--- src/rtl/pong_score_reporter.sv ---
// pong_score_reporter: sends the Pong score to a byte-wide UART transmitter
// as "S<d1>:<d2>\r\n" whenever the score pair changes.
// Optional build macro: PONG_REPORT_WINNER_EN. When it is defined, a rising
// edge of i_game_over also queues a "W<winner>\r\n" message.
module pong_score_reporter #(
  parameter int unsigned SCORE_WIN = 9
) (
  input  logic       i_clk,
  input  logic       i_reset,
  input  logic [3:0] i_score_1,
  input  logic [3:0] i_score_2,
  input  logic       i_game_over,
  input  logic       i_tx_active,
  input  logic       i_tx_done,
  output logic       o_tx_dv,
  output logic [7:0] o_tx_byte,
  output logic       o_busy
);

  localparam logic [7:0] CHAR_S  = 8'h53;
  localparam logic [7:0] CHAR_CO = 8'h3A;
  localparam logic [7:0] CHAR_CR = 8'h0D;
  localparam logic [7:0] CHAR_LF = 8'h0A;

  typedef enum logic [1:0] {IDLE, SEND, WAIT_DONE, NEXT} state_t;

  state_t     state;
  logic [3:0] snap_1;
  logic [3:0] snap_2;
  logic [2:0] byte_idx;
  logic [2:0] last_idx;
  logic [7:0] cur_byte;
  logic       score_pending;

`ifdef PONG_REPORT_WINNER_EN
  localparam logic [3:0] WIN_SCORE = SCORE_WIN[3:0];
  localparam logic [7:0] CHAR_W    = 8'h57;

  logic       game_over_q;
  logic       winner_pending;
  logic       msg_winner;
  logic [7:0] winner_char;
`else
  // The game-over level has no effect in this build.
  logic unused_game_over;
  assign unused_game_over = i_game_over;
`endif

  // ASCII hex digit: 0-9 -> '0'-'9', 10-15 -> 'A'-'F'.
  function automatic logic [7:0] hex_digit(input logic [3:0] value);
    if (value < 4'd10) return 8'h30 + {4'h0, value};
    else               return 8'h37 + {4'h0, value};
  endfunction

  assign score_pending = ({i_score_1, i_score_2} != {snap_1, snap_2});

`ifdef PONG_REPORT_WINNER_EN
  // Winner is decided from the last reported score, not the live inputs.
  always_comb begin
    winner_char = 8'h30;
    if (snap_1 == WIN_SCORE)      winner_char = 8'h31;
    else if (snap_2 == WIN_SCORE) winner_char = 8'h32;
  end
`endif

  // Select the byte at the current index of the active message.
  always_comb begin
    // NOTE: every output of this block gets a default first so no path can
    // leave it unassigned, which would otherwise infer a latch.
    cur_byte = 8'h00;
    last_idx = 3'd5;
`ifdef PONG_REPORT_WINNER_EN
    if (msg_winner) begin
      last_idx = 3'd3;
      case (byte_idx)
        3'd0:    cur_byte = CHAR_W;
        3'd1:    cur_byte = winner_char;
        3'd2:    cur_byte = CHAR_CR;
        3'd3:    cur_byte = CHAR_LF;
        default: cur_byte = 8'h00;
      endcase
    end else begin
`else
    begin
`endif
      case (byte_idx)
        3'd0:    cur_byte = CHAR_S;
        3'd1:    cur_byte = hex_digit(snap_1);
        3'd2:    cur_byte = CHAR_CO;
        3'd3:    cur_byte = hex_digit(snap_2);
        3'd4:    cur_byte = CHAR_CR;
        3'd5:    cur_byte = CHAR_LF;
        default: cur_byte = 8'h00;
      endcase
    end
  end

  // Message sequencer: start on a change, hand bytes to the UART one at a
  // time, wait for each completion before moving on.
  always_ff @(posedge i_clk) begin
    // NOTE: state registers use non-blocking assignments so every register
    // sees the pre-edge values of the others, regardless of statement order.
    if (i_reset) begin
      state     <= IDLE;
      o_tx_dv   <= 1'b0;
      o_tx_byte <= 8'h00;
      o_busy    <= 1'b0;
      snap_1    <= 4'h0;
      snap_2    <= 4'h0;
      byte_idx  <= 3'd0;
`ifdef PONG_REPORT_WINNER_EN
      game_over_q    <= 1'b0;
      winner_pending <= 1'b0;
      msg_winner     <= 1'b0;
`endif
    end else begin
      o_tx_dv <= 1'b0;
`ifdef PONG_REPORT_WINNER_EN
      game_over_q <= i_game_over;
`endif
      case (state)
        IDLE: begin
          if (!i_tx_active && score_pending) begin
            snap_1   <= i_score_1;
            snap_2   <= i_score_2;
            byte_idx <= 3'd0;
            o_busy   <= 1'b1;
            state    <= SEND;
`ifdef PONG_REPORT_WINNER_EN
            msg_winner <= 1'b0;
`endif
          end
`ifdef PONG_REPORT_WINNER_EN
          else if (!i_tx_active && winner_pending) begin
            winner_pending <= 1'b0;
            msg_winner     <= 1'b1;
            byte_idx       <= 3'd0;
            o_busy         <= 1'b1;
            state          <= SEND;
          end
`endif
        end
        SEND: begin
          // Never load the transmitter while it still reports busy.
          if (!i_tx_active) begin
            o_tx_dv   <= 1'b1;
            o_tx_byte <= cur_byte;
            state     <= WAIT_DONE;
          end
        end
        WAIT_DONE: begin
          if (i_tx_done) state <= NEXT;
        end
        NEXT: begin
          if (byte_idx == last_idx) begin
            o_busy <= 1'b0;
            state  <= IDLE;
          end else begin
            byte_idx <= byte_idx + 3'd1;
            state    <= SEND;
          end
        end
        default: begin
          o_busy <= 1'b0;
          state  <= IDLE;
        end
      endcase
`ifdef PONG_REPORT_WINNER_EN
      // A new game-over edge wins over a same-cycle clear.
      if (i_game_over && !game_over_q) winner_pending <= 1'b1;
`endif
    end
  end

endmodule
--- config.mk ---
export PLATFORM = sky130hd
export DESIGN_NAME = pong_score_reporter
export DESIGN_NICKNAME = d
export VERILOG_FILES = /design/src/rtl/pong_score_reporter.sv
export SDC_FILE = /design/constraint.sdc
export NUM_CORES = 1
export LEC_CHECK = 0
export CAP_MARGIN = 5
export CORE_UTILIZATION = 30
export DETAILED_ROUTE_END_ITERATION = 7
export DONT_BUFFER_PORTS = 1
export GPL_ROUTABILITY_DRIVEN = 0
export PLACE_DENSITY = 0.52
export SLEW_MARGIN = 20
export SYNTH_ARGS = -nofsm -noshare
export SYNTH_HDL_FRONTEND = slang
export SYNTH_SLANG_ARGS = --single-unit
export TNS_END_PERCENT = 30
--- constraint.sdc ---
create_clock -name i_clk -period 2.5 [get_ports i_clk]
set_input_delay 0.25 -clock i_clk [delete_from_list [all_inputs] [get_ports i_clk]]
set_output_delay 0.25 -clock i_clk [all_outputs]
set_load 0.005 [all_outputs]
==> results of run 1 <==
[registers in the layout (all words and copies together) (netlist names)]
| signal | count |
|---|---|
| o_tx_byte | 7 |
| snap_1 | 4 |
| o_tx_dv | 1 |
| state | 2 |
| snap_2 | 4 |
| o_busy | 1 |
| byte_idx | 3 |
[worst max-delay path, stage by stage (launching register included)]
cell	delay, ns
dfxtp_1	0.35
inv_1	0.12
ha_1	0.15
inv_1	0.03
o21ai_0	0.45
a211oi_1	0.10
a2111o_1	0.43
nand2_1	0.07
[through the flow]
step	hold slack [ns]	power (mW)	utilization (%)	area (um2)
floorplan	0.397	0.960	-	1500
finish	0.0366	1.31	33.1	1580
global placement	0.325	1.04	31.9	1530
global route	0.0169	1.44	33.1	1580
detailed placement	0.326	1.05	31.9	1530
CTS	0.0267	1.33	33.1	1580
[logic make-up (layout without fill, tap and decap cells)]
group / count (synthesis) / count (layout) / share of synthesized area [%]
compound gates: 54 / 54 / 22.2
xor+xnor: 10 / 10 / 5.83
fa+ha+maj: 11 / 11 / 9.16
buf+inv: 28 / 22 / 9.08
flops: 22 / 22 / 29.3
mux: 9 / 9 / 6.00
other cells: 1 / 1 / 0.250
simple gates: 55 / 55 / 18.2
[where the power goes]
group          total [mW]  switching (mW)  leakage [nW]  internal, mW
sequential          0.527          0.0963         0.180         0.430
clock               0.271           0.130        0.0288         0.141
combinational       0.516           0.282         0.399         0.235
[final timing paths]
| check | end | slack, ns | depth (start not counted) |
|---|---|---|---|
| setup / recovery | state[0]$_SDFFE_PP0P_ | 0.75 | 7 |
| hold / removal | o_tx_dv$_SDFF_PP0_ | 0.04 | 1 |
| setup reg to reg | state[0]$_SDFFE_PP0P_ | 0.75 | 7 |
| hold reg to reg | state[1]$_SDFFE_PP0P_ | 0.51 | 2 |
[routing by layer]
| layer | part of all wire (%) | global-route usage (%) | up-vias |
|---|---|---|---|
| met3 | 4.9 | 3.18 | 5 |
| met2 | 43 | 22.4 | 28 |
| met4 | 2.0 | 6.54 | 0 |
| met5 | 0 | 0 | - |
| li1 | - | - | 645 |
| met1 | 50 | 18.4 | 550 |
[area by class of cell]
class | instances | area [um2] | share of cell area (%)
clock buffers | 4 | 55.1 | 3.48
inverters | 15 | 56.3 | 3.55
multi-input cells | 140 | 926 | 58.5
flip-flops and latches | 22 | 440 | 27.8
well taps | 67 | 83.8 | 5.29
repair buffers | 3 | 22.5 | 1.42
[cells in the mapped netlist (2+ instances only)]
cell | number | share of area, %
nor3_1 | 2 | 0.67
a21oi_1 | 17 | 5.7
buf_2 | 4 | 1.3
nor2_1 | 22 | 5.5
nor4_2 | 2 | 1.7
xnor2_1 | 2 | 1.2
and4b_1 | 2 | 1.3
a211oi_1 | 3 | 1.5
dfxtp_1 | 22 | 29
mux2i_1 | 9 | 6.0
clkbuf_1 | 5 | 1.2
nand3_1 | 2 | 0.67
xor2_1 | 8 | 4.7
nor2b_1 | 2 | 0.83
nand2_1 | 14 | 3.5
ha_1 | 11 | 9.2
a32o_1 | 2 | 1.3
a31oi_1 | 3 | 1.2
buf_6 | 3 | 2.2
o22ai_1 | 3 | 1.2
a22o_1 | 2 | 1.2
o21ai_0 | 15 | 5.0
inv_1 | 15 | 3.7
==> run metrics, run 1 <==
GRT overflow 0; status complete, no violations; die area 5300 um2; leakage 0.607 nW; most frequent cells in the layout nor2_1 (22), dfxtp_1 (22), a21oi_1 (17), inv_1 (15), o21ai_0 (15); RSZ-0062 raised after global routing no; CTS Buf Count 3; fillers 517; vias in the first global route 1,171; Detailed Route WL 3330 um; CP Data Required Time 2.72 ns; max-cap check violation count 0; crit path DAT 1.97 ns; Hold Vio Cnt, Final 0; Avg WL per Cell 13.3 um; final period utilization 69.8%; relative slew slack 63.3%; initial antenna violation count 0; CTS tree done; # hold bufs at CTS 0; asr flop ratio synth 0%; Slew Viols, Final 0; worst setup path class reg -> reg; Syn Area/Cell 7.91 um2; Final WS setup 0.754 ns; layout cell share with drive strength beyond 1 5.43%; endpoint type of the worst setup path flop; core area 4790 um2; num rows 25; Die H 72.8 um; First DRT Iteration DRCs 61; DP Worst Slack 0.773 ns; synth-to-layout area growth 5.41%; pwr dens 829 nW/um2; post-CTS sizing 0; maximum vdd ir drop 0.343 mV; Post-DRT Antenna Nets 0; Total GRT Usage 14.2%; routed vias/inst 4.89; worst-margin pin slew 0.544 ns; Most used DFF post-synth dfxtp_1; ant diodes 0; number of clock sinks 22; yosys warns 0; Post-Syn Instances 190; dpl cells 247; DR vias 1,228; Clock Tree Root clkbuf_8; Syn Std Cell Area 1500 um2; first drt pass iteration count 4; Syn Nets 214; number of H-tree levels 1; Synth cell types 43; # IOs 23; Starting Density 31.4%; Setup crit start state[0]$_SDFFE_PP0P_; Layout Nets 209; Worst Hold Class in -> reg; Hold Startpoint i_reset; port bufs 0; clock-pin slew on the worst setup and hold paths 0.09 ns; FF+latch count, synth 22; post-CTS setup buffers 0; largest net degree at the start of global routing 20; setup_tns 0 ns; Achievable Freq 0.573 GHz; Layout Cells excl Fill 251; hpwl dp 2490 um; first-pass GRT wire length 5660 um; number of remaining DRC errors 0; Post-Route Skew 0.00225 ns; crit path max fanout 5; # setup viols final 0; Min Clock Period, post-route 1.75 ns; Clock Path Buffers 2; Worst setup SP type flop; sequential share of the synthesized area 29.3%; die width 72.8 um; number of flops mapped to enable cells by yosys 0; worst reg2reg startpoint state[0]$_SDFFE_PP0P_; Clock Latency Late Sink 0.27 ns
Power figures use the tool's default switching activity.
==> run 2, diff against run 1 <==
==> constraint.sdc (replaced) <==
create_clock -name i_clk -period 1.7 [get_ports i_clk]
set_input_delay 0.17 -clock i_clk [delete_from_list [all_inputs] [get_ports i_clk]]
set_output_delay 0.17 -clock i_clk [all_outputs]
set_load 0.005 [all_outputs]
==> run metrics, run 2 (synthesized netlist as in run 1, its figures left out) <==
status complete, no violations (unchanged); relative slew slack 61.6% (was 63.3%); crit path DAT 1.81 ns (was 1.97 ns); worst-margin pin slew 0.574 ns (was 0.544 ns); Final Core Density 35.3% (was 33.1%); core area 4790 um2 (unchanged); CP Data Required Time 1.91 ns (was 2.72 ns); max incr delay on CP 0.42 ns (was 0.45 ns); clock-pin slew on the worst setup and hold paths 0.09 ns (about the same); Largest regs o_tx_byte: 7 flops, snap_1: 4 flops, snap_2: 4 flops (unchanged); crit path max fanout 8 (was 5); flip-flop and latch area 445 um2 (was 440 um2); Post-Route Skew 0.00252 ns (was 0.00225 ns); Starting Density 31.4% (unchanged); Detailed Route WL 3490 um (was 3330 um); Largest register FFs 7 (unchanged); ant diodes 0 (unchanged); M3 GR Usage 3.18% (unchanged); CTS Buf Count 3 (unchanged); fillers 519 (was 517); Total GRT Usage 14.3% (was 14.2%); # setup viols final 0 (unchanged); Clock Path Buffers 2 (unchanged); maximum vdd ir drop 0.375 mV (was 0.343 mV); Slew Viols, Final 0 (unchanged); met2 usage 21.5% (was 22.4%); first-pass GRT wire length 5750 um (was 5660 um); die width 72.8 um (unchanged); Most common cell on crit path nand2_1 (was inv_1); Clock Latency Late Sink 0.26 ns (was 0.27 ns); synth-to-layout area growth 12.4% (was 5.41%); commonest non-fill, non-tap cell in the layout nor2_1; layout cell share with drive strength beyond 1 13.2% (was 5.43%); vias in the first global route 1,152 (was 1,171); number of remaining DRC errors 0 (unchanged); num rows 25 (unchanged); Min Clock Period, post-route 1.60 ns (was 1.75 ns); RSZ-0062 raised after global routing yes (was no); number of H-tree levels 1 (unchanged); Avg WL per Cell 13.2 um (was 13.3 um); first drt pass iteration count 4 (unchanged); First DRT Iteration DRCs 85 (was 61); leakage 0.675 nW (was 0.607 nW); CTS tree done (unchanged); largest net degree at the start of global routing 14 (was 20); total power 2.04 mW (was 1.31 mW); most frequent cells in the layout nor2_1 (22), dfxtp_1 (18), a21oi_1 (17), inv_1 (15), buf_4 (15) (was nor2_1 (22), dfxtp_1 (22), a21oi_1 (17), inv_1 (15), o21ai_0 (15)); Achievable Freq 0.626 GHz (was 0.573 GHz); Largest Register o_tx_byte (unchanged); finished layout cell area 1690 um2 (was 1580 um2); # IOs 23 (unchanged); CP max-delay cell a2111o_1 (was o21ai_0); DR vias 1,264 (was 1,228); number of clock sinks 22 (unchanged); hpwl dp 2610 um (was 2490 um); Multi-input gate area 926 um2 (unchanged); die area 5300 um2 (unchanged); initial antenna violation count 0 (unchanged); Worst Hold Class in -> reg (unchanged); Die H 72.8 um (unchanged); Post-DRT Antenna Nets 0 (unchanged); Hold Vio Cnt, Final 0 (unchanged); worst setup path class reg -> reg (unchanged); Clock Tree Root clkbuf_8 (unchanged); placed inst area 1620 um2 (was 1530 um2); routed vias/inst 4.79 (was 4.89); GRT overflow 0 (unchanged); port bufs 0 (unchanged); Layout Nets 222 (was 209); GR peak layer met2 (unchanged); pwr dens 1210 nW/um2 (was 829 nW/um2); final period utilization 94.0% (was 69.8%); endpoint type of the worst setup path flop (unchanged); critical path, cell by cell inv_1 -> ha_1 -> nand2_1 -> a211oi_1 -> a2111o_1 -> nand2_1 (was inv_1 -> ha_1 -> inv_1 -> o21ai_0 -> a211oi_1 -> a2111o_1 -> nand2_1); hold_ws 0.0296 ns (was 0.0366 ns); max-cap check violation count 0 (unchanged); Worst setup SP type flop (unchanged); routing usage on met1 20.2% (was 18.4%)
==> run 2: cell types whose count changed in the layout (fill, tap and decap cells not counted), sizes merged <==
cell         before  now
dlygate4sd3       0    1
buf               3   15
==> run 2: worst max-delay path: cells and delay by family, from the launching register on <==
kind                       cells  cell delay, ns
buffers and inverters          1            0.08
and+or+nand+nor                2            0.27
adders and majority gates      1            0.29
AOI/OAI and AO/OA              2            0.52
DFF                            1            0.39
==> run 2: cell type report <==
| cell class | instances | area share (%) |
|---|---|---|
| Sequential cell | 22 | 26.4 |
| Multi-Input combinational cell | 140 | 54.8 |
| Clock buffer | 4 | 3.26 |
| Timing Repair Buffer | 16 | 7.26 |
| Tap cell | 67 | 4.96 |
| Inverter | 15 | 3.33 |
==> run 2: per-stage QoR <==
stage | std cells | worst slack [ns] | TNS (ns)
floorplan | 190 | 0.163 | 0
global placement | 259 | 0.0795 | 0
detailed placement | 259 | 0.0654 | 0
CTS | 264 | 0.0477 | 0
global route | 264 | -0.00155 | -0.00155
finish | 264 | 0.101 | 0
==> run 2: what timing repair did <==
action                     CTS  global route
setup buffers                0             0
hold buffers                 1             0
hold endpoints to repair    13             0
setup endpoints to repair    0             7
resized for setup            0             6
==> run 2: where the power goes <==
part / leakage, nW / switching, mW / internal, mW
Clock: 0.0288 / 0.184 / 0.207
Combinational: 0.465 / 0.471 / 0.439
Sequential: 0.182 / 0.103 / 0.637
==> run 2: worst paths after layout <==
check                           start                        to  slack, ns  depth (start not counted)
max          byte_idx[1]$_SDFFE_PP0P_     state[0]$_SDFFE_PP0P_       0.10                          6
min                           i_reset  byte_idx[2]$_SDFFE_PP0P_       0.03                          1
max reg2reg  byte_idx[1]$_SDFFE_PP0P_     state[0]$_SDFFE_PP0P_       0.10                          6
min reg2reg     state[1]$_SDFFE_PP0P_     state[1]$_SDFFE_PP0P_       0.52                          2
==> run 2: routing by layer <==
metal  up-vias  part of all wire, %  routed length (um)
li1        667                    -                   -
met1       573                   52                1810
met2        22                   43                1520
met3         2                  3.9                 136
met4         0                 0.83                  29
met5         -                    0                   0
